===== config.mk =====
export PLATFORM = sky130hd
export DESIGN_NAME = im_config_axil_master
export DESIGN_NICKNAME = d
export VERILOG_FILES = /design/src/rtl/im_cfg_pkg.sv /design/src/rtl/im_cfg_table.sv /design/src/rtl/im_config_axil_master.sv
export SDC_FILE = /design/constraint.sdc
export NUM_CORES = 1
export LEC_CHECK = 0
export ABC_AREA = 0
export CELL_PAD_IN_SITES_DETAIL_PLACEMENT = 2
export CELL_PAD_IN_SITES_GLOBAL_PLACEMENT = 2
export CORE_ASPECT_RATIO = 1.5
export CORE_MARGIN = 5
export CORE_UTILIZATION = 27
export CTS_CLUSTER_DIAMETER = 80
export CTS_CLUSTER_SIZE = 25
export DETAILED_ROUTE_END_ITERATION = 10
export PLACE_DENSITY_LB_ADDON = 0.2
export SETUP_SLACK_MARGIN = 0.1
export SLEW_MARGIN = 20
export SYNTH_ARGS = -nofsm -noshare
export SYNTH_HDL_FRONTEND = slang
export SYNTH_SLANG_ARGS = --single-unit

===== constraint.sdc =====
create_clock -name ACLK -period 1.9 [get_ports ACLK]
set_input_delay 0.475 -clock ACLK [delete_from_list [all_inputs] [get_ports ACLK]]
set_output_delay 0.475 -clock ACLK [all_outputs]
set_load 0.005 [all_outputs]

===== src/rtl/im_cfg_pkg.sv =====
// Shared types and constants for the imaging-config AXI4-Lite master.
// Latency: none (declarations only).
// Backpressure: not applicable.
package im_cfg_pkg;

  localparam int CFG_WORD_W = 32;
  localparam int MAX_NUM_REGS = 16;
  localparam logic [1:0] AXI_RESP_OKAY = 2'b00;

  typedef enum logic [2:0] {
    ST_IDLE    = 3'd0,
    ST_WR_ADDR = 3'd1,
    ST_WR_RESP = 3'd2,
    ST_RD_ADDR = 3'd3,
    ST_RD_DATA = 3'd4,
    ST_DONE    = 3'd5
  } im_cfg_state_t;

  // A single-entry table still needs a one-bit index.
  function automatic int idx_width(input int n);
    return (n > 1) ? $clog2(n) : 1;
  endfunction

endpackage


===== src/rtl/im_cfg_table.sv =====
// Snapshot of the configuration words taken when a sequence starts.
// Latency: load takes effect next cycle; read port is combinational.
// Backpressure: none; load is a single-cycle strobe.
module im_cfg_table
  import im_cfg_pkg::*;
#(
  parameter int NUM_REGS = 4,
  parameter int IDX_W    = 2
) (
  input  logic                           clk,
  input  logic                           rst_n,
  input  logic                           load,
  input  logic [CFG_WORD_W*NUM_REGS-1:0] load_dat,
  input  logic [IDX_W-1:0]               rd_idx,
  output logic [CFG_WORD_W-1:0]          rd_dat
);

  logic [CFG_WORD_W-1:0] mem [NUM_REGS];

  always_ff @(posedge clk or negedge rst_n) begin
    if (!rst_n) begin
      for (int i = 0; i < NUM_REGS; i++) mem[i] <= '0;
    end else if (load) begin
      for (int i = 0; i < NUM_REGS; i++) mem[i] <= load_dat[CFG_WORD_W*i +: CFG_WORD_W];
    end
  end

  assign rd_dat = mem[rd_idx];

endmodule


===== src/rtl/im_config_axil_master.sv =====
// AXI4-Lite master writing a NUM_REGS config table, optional read-back check (IM_CFG_READBACK_VERIFY_EN).
// Latency: 2-cycle start sync, then 2 cycles per write/read against a zero-wait slave.
// Backpressure: one outstanding transaction; VALIDs hold until READY, BREADY/RREADY only in response states.
module im_config_axil_master
  import im_cfg_pkg::*;
#(
  parameter int                            C_M_AXI_ADDR_WIDTH = 32,
  parameter int                            C_M_AXI_DATA_WIDTH = 32,
  parameter int                            NUM_REGS           = 4,
  parameter logic [C_M_AXI_ADDR_WIDTH-1:0] BASE_ADDR          = '0
) (
  input  logic                            ACLK,
  input  logic                            ARESETN,
  input  logic                            INIT_AXI_TXN,
  input  logic [CFG_WORD_W*NUM_REGS-1:0]  cfg_data,
  output logic                            TXN_DONE,
  output logic                            ERROR,
  output logic [C_M_AXI_ADDR_WIDTH-1:0]   M_AXI_AWADDR,
  output logic [2:0]                      M_AXI_AWPROT,
  output logic                            M_AXI_AWVALID,
  input  logic                            M_AXI_AWREADY,
  output logic [C_M_AXI_DATA_WIDTH-1:0]   M_AXI_WDATA,
  output logic [C_M_AXI_DATA_WIDTH/8-1:0] M_AXI_WSTRB,
  output logic                            M_AXI_WVALID,
  input  logic                            M_AXI_WREADY,
  input  logic [1:0]                      M_AXI_BRESP,
  input  logic                            M_AXI_BVALID,
  output logic                            M_AXI_BREADY,
  output logic [C_M_AXI_ADDR_WIDTH-1:0]   M_AXI_ARADDR,
  output logic [2:0]                      M_AXI_ARPROT,
  output logic                            M_AXI_ARVALID,
  input  logic                            M_AXI_ARREADY,
  input  logic [C_M_AXI_DATA_WIDTH-1:0]   M_AXI_RDATA,
  input  logic [1:0]                      M_AXI_RRESP,
  input  logic                            M_AXI_RVALID,
  output logic                            M_AXI_RREADY
);

  localparam int              IDX_W    = idx_width(NUM_REGS);
  localparam logic [IDX_W-1:0] LAST_IDX = IDX_W'(NUM_REGS - 1);

  im_cfg_state_t state, state_nxt;

  logic                          init_r, init_q;
  logic                          start, start_acc;
  logic [IDX_W-1:0]              idx;
  logic                          last;
  logic                          aw_done, w_done;
  logic                          aw_hs, w_hs, wr_addr_ok;
  logic                          error_q;
  logic [CFG_WORD_W-1:0]         tbl_dat;
  logic [C_M_AXI_ADDR_WIDTH-1:0] word_addr;

  // Only a fresh low-to-high transition starts a sequence, and only when idle or finished.
  assign start     = init_r & ~init_q;
  assign start_acc = start && (state == ST_IDLE || state == ST_DONE);
  assign last      = (idx == LAST_IDX);

  assign aw_hs      = M_AXI_AWVALID && M_AXI_AWREADY;
  assign w_hs       = M_AXI_WVALID && M_AXI_WREADY;
  assign wr_addr_ok = (aw_done || aw_hs) && (w_done || w_hs);

  assign word_addr = BASE_ADDR + C_M_AXI_ADDR_WIDTH'({idx, 2'b00});

  im_cfg_table #(
    .NUM_REGS(NUM_REGS),
    .IDX_W   (IDX_W)
  ) u_table (
    .clk     (ACLK),
    .rst_n   (ARESETN),
    .load    (start_acc),
    .load_dat(cfg_data),
    .rd_idx  (idx),
    .rd_dat  (tbl_dat)
  );

  always_ff @(posedge ACLK or negedge ARESETN) begin
    if (!ARESETN) state <= ST_IDLE;
    else          state <= state_nxt;
  end

  always_comb begin
    state_nxt = state;
    unique case (state)
      ST_IDLE, ST_DONE: if (start) state_nxt = ST_WR_ADDR;
      ST_WR_ADDR:       if (wr_addr_ok) state_nxt = ST_WR_RESP;
      ST_WR_RESP: begin
        if (M_AXI_BVALID) begin
`ifdef IM_CFG_READBACK_VERIFY_EN
          state_nxt = last ? ST_RD_ADDR : ST_WR_ADDR;
`else
          state_nxt = last ? ST_DONE : ST_WR_ADDR;
`endif
        end
      end
`ifdef IM_CFG_READBACK_VERIFY_EN
      ST_RD_ADDR: if (M_AXI_ARREADY) state_nxt = ST_RD_DATA;
      ST_RD_DATA: if (M_AXI_RVALID) state_nxt = last ? ST_DONE : ST_RD_ADDR;
`endif
      default: state_nxt = ST_IDLE;
    endcase
  end

  // VALIDs decode straight from state so an async reset drops them immediately.
  always_comb begin
    M_AXI_AWVALID = 1'b0;
    M_AXI_WVALID  = 1'b0;
    M_AXI_BREADY  = 1'b0;
    M_AXI_ARVALID = 1'b0;
    M_AXI_RREADY  = 1'b0;
    TXN_DONE      = 1'b0;
    unique case (state)
      ST_WR_ADDR: begin
        M_AXI_AWVALID = !aw_done;
        M_AXI_WVALID  = !w_done;
      end
      ST_WR_RESP: M_AXI_BREADY = 1'b1;
`ifdef IM_CFG_READBACK_VERIFY_EN
      ST_RD_ADDR: M_AXI_ARVALID = 1'b1;
      ST_RD_DATA: M_AXI_RREADY  = 1'b1;
`endif
      ST_DONE:    TXN_DONE = 1'b1;
      default: ;
    endcase
  end

  always_ff @(posedge ACLK or negedge ARESETN) begin
    if (!ARESETN) begin
      init_r  <= 1'b0;
      init_q  <= 1'b0;
      idx     <= '0;
      aw_done <= 1'b0;
      w_done  <= 1'b0;
      error_q <= 1'b0;
    end else begin
      init_r <= INIT_AXI_TXN;
      init_q <= init_r;
      if (start_acc) begin
        idx     <= '0;
        aw_done <= 1'b0;
        w_done  <= 1'b0;
        error_q <= 1'b0;
      end else begin
        unique case (state)
          ST_WR_ADDR: begin
            if (wr_addr_ok) begin
              aw_done <= 1'b0;
              w_done  <= 1'b0;
            end else begin
              aw_done <= aw_done | aw_hs;
              w_done  <= w_done | w_hs;
            end
          end
          ST_WR_RESP: begin
            if (M_AXI_BVALID) begin
              if (M_AXI_BRESP != AXI_RESP_OKAY) error_q <= 1'b1;
              idx <= last ? '0 : idx + 1'b1;
            end
          end
`ifdef IM_CFG_READBACK_VERIFY_EN
          ST_RD_DATA: begin
            if (M_AXI_RVALID) begin
              if (M_AXI_RRESP != AXI_RESP_OKAY || M_AXI_RDATA != tbl_dat) error_q <= 1'b1;
              idx <= last ? '0 : idx + 1'b1;
            end
          end
`endif
          default: ;
        endcase
      end
    end
  end

  assign ERROR        = error_q;
  assign M_AXI_AWADDR = word_addr;
  assign M_AXI_AWPROT = 3'b000;
  assign M_AXI_WDATA  = tbl_dat;
  assign M_AXI_WSTRB  = '1;
  assign M_AXI_ARPROT = 3'b000;

`ifdef IM_CFG_READBACK_VERIFY_EN
  assign M_AXI_ARADDR = word_addr;
`else
  logic unused_rd;
  assign M_AXI_ARADDR = '0;
  assign unused_rd    = ^{M_AXI_ARREADY, M_AXI_RDATA, M_AXI_RRESP, M_AXI_RVALID};
`endif

endmodule

# Yosys cells after proc, flatten, opt, wreduce, memory -nomap -nowiden
# Cells that the tools add are included.
classes:
  addsub: 1
  n_mul: 0
  n_div: 0
  magnitude_cmp: 1
  eq_ne: 7
  shifts: 0
  n_mux: 26
  n_bitwise: 5
  reduce_logical: 19
op_table:
  columns: ["operator", "n"]
  rows:
  - ["$bmux W32 S2", 1]
  - ["$mux W32", 2]
  - ["$mux W1", 14]
  - ["$mux W3", 4]
  - ["$reduce_bool A2 Y1", 5]
  - ["$pmux W3 S3", 1]
  - ["$mux W2", 4]
  - ["$ne A2 B2 Y1 const B", 3]
  - ["$reduce_and A3 Y1", 2]
  - ["$logic_and A1 B1 Y1", 4]
  - ["$eq A3 B1 Y1 const B", 1]
  - ["$eq A3 B2 Y1 const B", 1]
  - ["$eq A3 B3 Y1 const B", 1]
  - ["$ge A3 B3 Y1 const B", 1]
  - ["$logic_not A3 Y1", 1]
  - ["$logic_or A1 B1 Y1", 3]
  - ["$not A2 Y3", 1]
  - ["$add A2 B1 Y2 const B", 1]
  - ["$eq A2 B2 Y1 const B", 1]
  - ["$logic_not A1 Y1", 2]
  - ["$or A1 B1 Y1", 2]
  - ["$reduce_and A2 Y1", 1]
  - ["$reduce_or A2 Y1", 1]
  - ["$and A1 B1 Y1", 1]
  - ["$not A1 Y1", 1]
word_totals:
  regBits: 138
  latch_bits: 0
  mem_bits_rw: 0
  romBits: 0
  in_bits: 172
  wordCells: 70
  memories: 0

# Longest topological paths before layout
# Gate-level depths: netlist (run 1).
depth:
  ltp_word: 8
  mapped_depth: 5
  mapped_depth_nobuf: 4

# Modules after synthesis
# A second synthesis (run 1) with hierarchy kept.
hier_totals:
  hier_cells: 431
  area_unflattened_um2: 6618.8
modules_own_cells:
  columns: ["mod", "n_inst", "cells_per_inst", "area_each_um2"]
  rows:
  - ["im_cfg_table", 1, 309, 5556.6]
  - ["im_config_axil_master", 1, 122, 1062.3]

# Worst setup path after synthesis (run 1)
# OpenSTA, ideal clock, no wires.
synth_timing:
  path_type: "flip-flop to output port"
  start: "reg idx[0]"
  end: "out M_AXI_WDATA[13]"
  arrival_time_ns: 1.409
  required_time_ns: 1.425
  setup_slack_ns: 0.016
  stages_incl_launch_ff: 4
  cell_sequence: "dfrtp_1 buf_2 buf_2 mux4_2"
synth_via:
  elab_chain_cells: 4
synth_rtl:
  columns: ["element", "line", "source"]
  rows:
  - ["start: declaration", "im_config_axil_master.sv:46", "logic [IDX_W-1:0] idx;"]
  - ["start signal: assignment", "im_config_axil_master.sv:157", "idx <= last ? '0 : idx + 1'b1;"]
  - ["$not A2 Y3 (not written as such)", "im_cfg_table.sv:28", "assign rd_dat = mem[rd_idx];"]
  - ["$bmux W32 S2", "im_cfg_table.sv:28", null]
  - ["$mux W32 (not written as such) (2 in a row)", "im_cfg_table.sv:28", null]
  - ["end: declaration", "im_config_axil_master.sv:22", "output logic [C_M_AXI_DATA_WIDTH-1:0] M_AXI_WDATA,"]
# No other way between the ends. The select of a mux whose other input is x is not followed.

# Worst setup path in the final report (run 1)
layout_timing:
  start: "reg idx[0]"
  end: "out M_AXI_WDATA[11]"
# Same word-level chain as after synthesis.

==> impl_metrics.env, run 1 <==
export IMPL_outcome="complete, but fails checks"
export IMPL_violations="setup timing"
export IMPL_crit_path_max_incr_delay_ps=430
export IMPL_crit_path_end_kind="primary output"
export IMPL_overflow=0
export IMPL_first_iter_violations=135
export IMPL_cts_root_buffer="clkbuf_16"
export IMPL_drc=0
export IMPL_hp_start="init_r"
export IMPL_fin_crit_sh_pct=123
export IMPL_place_congestion=0.727
export IMPL_setup_ws_ps=-431
export IMPL_reg2reg_to="u_table.mem[76]"
export IMPL_vias_per_cell=4.36
export IMPL_r2r_start="state[0]"
export IMPL_fin_util_pct=45.6
export IMPL_grt_max_degree=53
export IMPL_die_h_um=201
export IMPL_cts_sinks=138
export IMPL_clock_path_buffers=2
export IMPL_core_region_area_mm2=0.0238
export IMPL_cp_slowest_cell="dfrtp_2"
export IMPL_synth_warnings=0
export IMPL_grt_pass1_wl_um=34700
export IMPL_grt_pass1_vias=5454
export IMPL_track_usage_pct=17.0
export IMPL_hold_path_endpoint="init_q"
export IMPL_io_buffers=174
export IMPL_hold_class="reg -> reg"
export IMPL_finalClockSkew_ps=7.52
export IMPL_total_power_mw=17.6
export IMPL_cts_made_buffers=17
export IMPL_seq_area_frac_synth_pct=52.8
export IMPL_pin_count=285
export IMPL_hold_depth=0
export IMPL_yosys_cell_types_count=29
export IMPL_drv_cap=0
export IMPL_worstRegToRegCells=9
export IMPL_drv_slew=0
export IMPL_synthCells=430
export IMPL_fin_tns_setup_ps=-12890
export IMPL_path_common_cell="buf_12"
export IMPL_power_density_mw_per_mm2=1620
export IMPL_die_area_mm2=0.0275
export IMPL_initial_utilization_pct=27.5
export IMPL_avgSynthCellArea_um2=15.2
export IMPL_crit_required_ps=1420
export IMPL_ff2ff_setup_slack_ps=-40
export IMPL_fin_crit_ps=2330
export IMPL_p_leak_nw=4.80
export IMPL_crit_fanout=6
export IMPL_fillers=2307
export IMPL_synth_seq_cells=138
export IMPL_rows=69
export IMPL_path_cells="buf_12 -> buf_12 -> buf_4 -> mux4_2 -> buf_2"
export IMPL_criticalPathCategory="reg -> out"
export IMPL_antenna_left=0
export IMPL_fin_nets=860
export IMPL_antenna_diode_count=0
export IMPL_ir_drop_uv=655
export IMPL_antenna_found_initial=0
export IMPL_die_x_um=137
export IMPL_rsz0062_at_grt="yes"
export IMPL_cts_tree="done"
export IMPL_wl_per_cell_um=23.0
export IMPL_wirelength_um=23400
export IMPL_firstDrtPassIters=4
export IMPL_fmax_mhz=429
export IMPL_clkTransAtPathRegs_ps=60
export IMPL_htree_levels=4
export IMPL_setup_violations=76
export IMPL_hpwl_um=14000
export IMPL_critical_path_startpoint_type="flip-flop"
export IMPL_netlist_area_mm2=0.00655
export IMPL_clk_latency_ps=430
export IMPL_vias=4442
export IMPL_synthToLayoutAreaGrowth_pct=65.8
export IMPL_finalHoldViolations=0
export IMPL_cp_data_arrival_time_ps=1860
export IMPL_drive_above_1_share_pct=47.1
state kept, by name, indices dropped and copies added (netlist names):
signal,flops
init_q,1
w_done,1
idx,2
init_r,1
aw_done,1
state,3
u_table.mem,128
ERROR,1
timing repair:
| action | CTS | global route |
|---|---|---|
| cloned | 14 | 3 |
| setup buffers | 41 | 10 |
| gates resized for setup | 338 | 37 |
| endpoints found under the setup margin | 155 | 170 |
| pin swaps | 7 | 6 |
| hold endpoints to repair | 23 | 0 |
| hold buffers | 1 | 0 |
layout make-up:
cell class	instances	area, µm²	area share [%]
flip-flops and latches	138	3460	31.8
multi-input cells	265	3180	29.3
repair buffers	262	3110	28.6
clock buffers	21	460	4.24
well taps	319	399	3.68
clock inverters	11	240	2.21
inverters	3	13.8	0.127
metrics by stage:
| step | instances | hold slack (ps) | area [µm²] | worst slack [ps] |
|---|---|---|---|---|
| 6_report | 1019 | 399 | 10900 | -431 |
| 5_1_grt | 1019 | 415 | 10900 | -499 |
| 4_1_cts | 1010 | 409 | 10600 | -443 |
| 3_5_place_dp | 922 | 363 | 8560 | -256 |
| 3_3_place_gp | 922 | 357 | 8560 | -241 |
| 2_1_floorplan | 502 | 179 | 6820 | 16.2 |
worst max-delay path, delay by kind of cell, from the launching register on:
family | cells | cell delay [ps]
buffers and inverters | 4 | 560
flip-flops | 1 | 430
multiplexers | 1 | 430
synthesized netlist by cell type:
cell type / instances / share of area (%)
and3_1: 1 / 0.096
or3_1: 1 / 0.096
nor3_2: 1 / 0.15
o21ai_0: 1 / 0.076
buf_4: 75 / 8.6
mux2i_1: 2 / 0.31
dfrtp_1: 138 / 53
a21oi_1: 3 / 0.23
clkbuf_1: 4 / 0.23
a22o_1: 1 / 0.13
o311ai_0: 1 / 0.13
nor3_1: 2 / 0.15
mux4_2: 32 / 11
or4_1: 1 / 0.11
conb_1: 2 / 0.11
xor2_1: 1 / 0.13
nand2b_1: 1 / 0.096
buf_6: 7 / 1.2
or3b_2: 1 / 0.13
and4bb_2: 1 / 0.19
mux2_2: 63 / 11
mux2_1: 65 / 11
nor3b_1: 1 / 0.11
ha_1: 1 / 0.19
inv_1: 3 / 0.17
o32ai_1: 1 / 0.13
buf_2: 10 / 0.76
nand3b_1: 1 / 0.11
nor2_1: 9 / 0.52
layer usage:
metal  GRT usage, %  share of wire [%]  up-vias
met5              0                  0        -
met4           5.03                1.7        0
met3           4.61                5.8       27
met2           32.0                 58      171
met1           17.9                 35     2330
li1               -                  -     1914
worst max path at each step:
stage	slack, ps	from	depth (start not counted)	to
6_report	-430	idx[0]	5	M_AXI_WDATA[11]
5_1_grt	-500	idx[0]	5	M_AXI_WDATA[3]
4_1_cts	-440	idx[0]	5	M_AXI_WDATA[4]
3_5_place_dp	-260	idx[0]	3	M_AXI_WDATA[10]
3_3_place_gp	-240	idx[0]	3	M_AXI_WDATA[10]
2_1_floorplan	20	idx[0]	3	M_AXI_WDATA[13]
power by group:
group	total [mW]	switching, mW	internal [mW]
clock	3.99	1.33	2.67
combinational	8.29	2.72	5.57
sequential	5.33	0.918	4.42
placed cells by master (no fill, tap or decap), types with 2 or more instances in the layout:
cell type	n
buf_8	6
buf_6	44
clkdlybuf4s50_1	134
mux2_2	6
conb_1	74
dfrtp_2	2
dfrtp_1	136
clkinv_4	2
bufbuf_16	2
clkbuf_16	20
nor2_2	2
mux4_2	32
bufinv_16	7
buf_16	12
nor2_1	5
nor2_4	2
buf_12	24
mux2_4	119
clkbuf_8	2
a21oi_1	2
mux2_1	3
nor3_1	2
buf_4	13
buf_2	22
clkbuf_1	2
logic make-up after synthesis:
group	synth area share, %
other	0.115
AND/OR/NAND/NOR	1.78
adder cells (fa/ha/maj)	0.191
multiplexers	33.3
XOR/XNOR	0.134
AO/OA/AOI/OAI	0.707
flip-flops	52.8
buffers and inverters	11.0
Note: power is estimated with default switching activity, not from simulation.
==> run 2: changes to the inputs <==
CORE_UTILIZATION = 30   (was 27)
DONT_BUFFER_PORTS = 1   (was unset)
==> run 2 against run 1 <==
  * The flow finishes with violations (hold timing, setup timing)
  * Routed wire length is 23% lower
  * Via count down 21%
  * Utilization is 6.9 points lower
  * Non-clock buffer count down 214
  * Critical path type unchanged
==> impl_metrics.env, run 2 (synthesis gave the netlist of run 1 again) <==
export IMPL_top_register="u_table.mem"
export IMPL_cts_root_buffer="clkbuf_16"
export IMPL_violations="hold timing, setup timing"
export IMPL_fmax_mhz=479
export IMPL_setup_ws_ps=-189
export IMPL_p_int_mw=10.4
export IMPL_final_common_cell="dfrtp_1"
export IMPL_combPwrFrac_pct=39.1
export IMPL_first_iter_violations=94
export IMPL_clkTransAtPathRegs_ps=60
export IMPL_cts_tree="done"
export IMPL_wirelength_um=18100
export IMPL_p_sw_mw=4.06
export IMPL_drc=0
export IMPL_grt_pass1_vias=4036
export IMPL_core_region_area_mm2=0.0216
export IMPL_largest_reg_flops=128
export IMPL_cts_made_buffers=17
export IMPL_critical_path_startpoint_type="flip-flop"
export IMPL_gr_max_usage_layer="met2"
export IMPL_die_x_um=131
export IMPL_vias_per_cell=4.64
export IMPL_hold_class="in -> async"
export IMPL_criticalPathCategory="reg -> out"
export IMPL_cts_sinks=138
export IMPL_finalHoldViolations=138
export IMPL_hpwl_um=11600
export IMPL_antenna_left=0
export IMPL_grt_pass1_wl_um=24000
export IMPL_setup_violations=90
export IMPL_htree_levels=4
export IMPL_fin_crit_sh_pct=110
export IMPL_layout_common_cells="135 x dfrtp_1, 116 x mux2_4, 74 x conb_1"
export IMPL_ir_drop_uv=672
export IMPL_fin_crit_ps=2090
export IMPL_crit_required_ps=1420
export IMPL_die_h_um=191
export IMPL_drv_slew=0
export IMPL_io_buffers=0
export IMPL_finalClockSkew_ps=9.26
export IMPL_power_density_mw_per_mm2=1730
export IMPL_grt_max_degree=139
export IMPL_synthToLayoutAreaGrowth_pct=27.8
export IMPL_use_met2_pct=22.6
export IMPL_rsz0062_at_grt="yes"
export IMPL_rows=66
export IMPL_vias=3517
export IMPL_wl_per_cell_um=23.9
export IMPL_clk_latency_ps=420
export IMPL_place_congestion=0.750
export IMPL_clkPwrFrac_pct=24.3
export IMPL_p_seq_share_pct=36.6
export IMPL_outcome="complete, but fails checks"
export IMPL_fin_nets=646
export IMPL_p_leak_nw=3.70
export IMPL_drv_cap=0
export IMPL_fin_tns_setup_ps=-6060
export IMPL_fillers=2143
export IMPL_antenna_found_initial=1
export IMPL_multiInputGateArea_mm2=0.00313
export IMPL_clock_path_buffers=2
export IMPL_swShare_pct=28.1
export IMPL_crit_fanout=13
export IMPL_pin_count=285
export IMPL_final_cell_area_mm2=0.00837
export IMPL_initial_utilization_pct=30.3
export IMPL_fin_hold_ws_ps=-247
export IMPL_crit_path_end_kind="primary output"
export IMPL_overflow=0
export IMPL_place_area_mm2=0.00667
export IMPL_drive_above_1_share_pct=49.1
export IMPL_ff_latch_area_mm2=0.00346
export IMPL_track_usage_pct=13.0
export IMPL_firstDrtPassIters=4
export IMPL_use_met3_pct=5.42
export IMPL_reg_top3="u_table.mem x128, state x3, idx x2"
export IMPL_grtUsageMet1_pct=13.6
export IMPL_die_area_mm2=0.0249
export IMPL_cp_data_arrival_time_ps=1610
-- run 2: cell count changes in the layout (fill, tap and decap cells not counted), sizes merged, moves of 2 or more --
cell	previous run	this run
bufinv	7	4
clkbuf	24	37
clkinv	3	1
buf	121	35
bufbuf	2	0
clkdlybuf4s50	134	0
-- run 2: stage by stage --
step                      setup slack, ps  power [mW]  util (%)  instances
after floorplan                      16.2        8.15         -        502
after global placement                160        9.03      30.8        695
after detailed placement              130        9.29      30.8        695
after CTS                            -250        13.1      34.2        731
after global routing                 -269        15.2      38.7        758
final                                -189        14.4      38.7        758
-- run 2: power groups by stage --
stage	clock [mW]	sequential (mW)	combinational [mW]
floorplan	0	4.90	3.25
finish	3.50	5.28	5.65
global route	3.75	5.47	6.02
detailed placement	0	5.24	4.04
CTS	3.60	5.21	4.26
global placement	0	5.09	3.94
-- run 2: layer usage --
layer	up-vias	routed length, µm
li1	1476	-
met2	161	9790
met1	1860	6640
met3	20	1340
met4	0	371
met5	-	0
-- run 2: area by class of cell --
class	instances	share of cell area, %
Antenna cell	1	0.0299
Inverter	3	0.135
Tap cell	272	4.07
Timing Repair Buffer	48	9.71
Clock inverter	7	1.67
Sequential cell	138	41.3
Multi-Input combinational cell	265	37.4
Clock buffer	24	5.64
-- run 2: final timing paths --
path | start | endpoint | slack (ps) | cells past startpoint
worst max-delay path | idx[0] | M_AXI_WDATA[17] | -190 | 2
worst min-delay path | ARESETN | u_table.mem[98] | -250 | 0
worst max register to register | state[2] | u_table.mem[123] | -40 | 7
worst min register to register | init_r | init_q | 380 | 0
max in group asynchronous | ARESETN | u_table.mem[31] | 1880 | 0
min in group ACLK | INIT_AXI_TXN | init_r | 80 | 0
-- run 2: worst max-delay path, cell delays in order, from the launching register on --
cell,delay [ps]
dfrtp_2,430
buf_12,190
mux4_2,570
-- run 2: what timing repair did --
action                                  CTS  global route
pin swaps                                 3             4
endpoints found under the setup margin   35           153
resized for setup                        21           138
buffers inserted                          5            10
gates cloned                              0            16
endpoints found under the hold margin   138           138
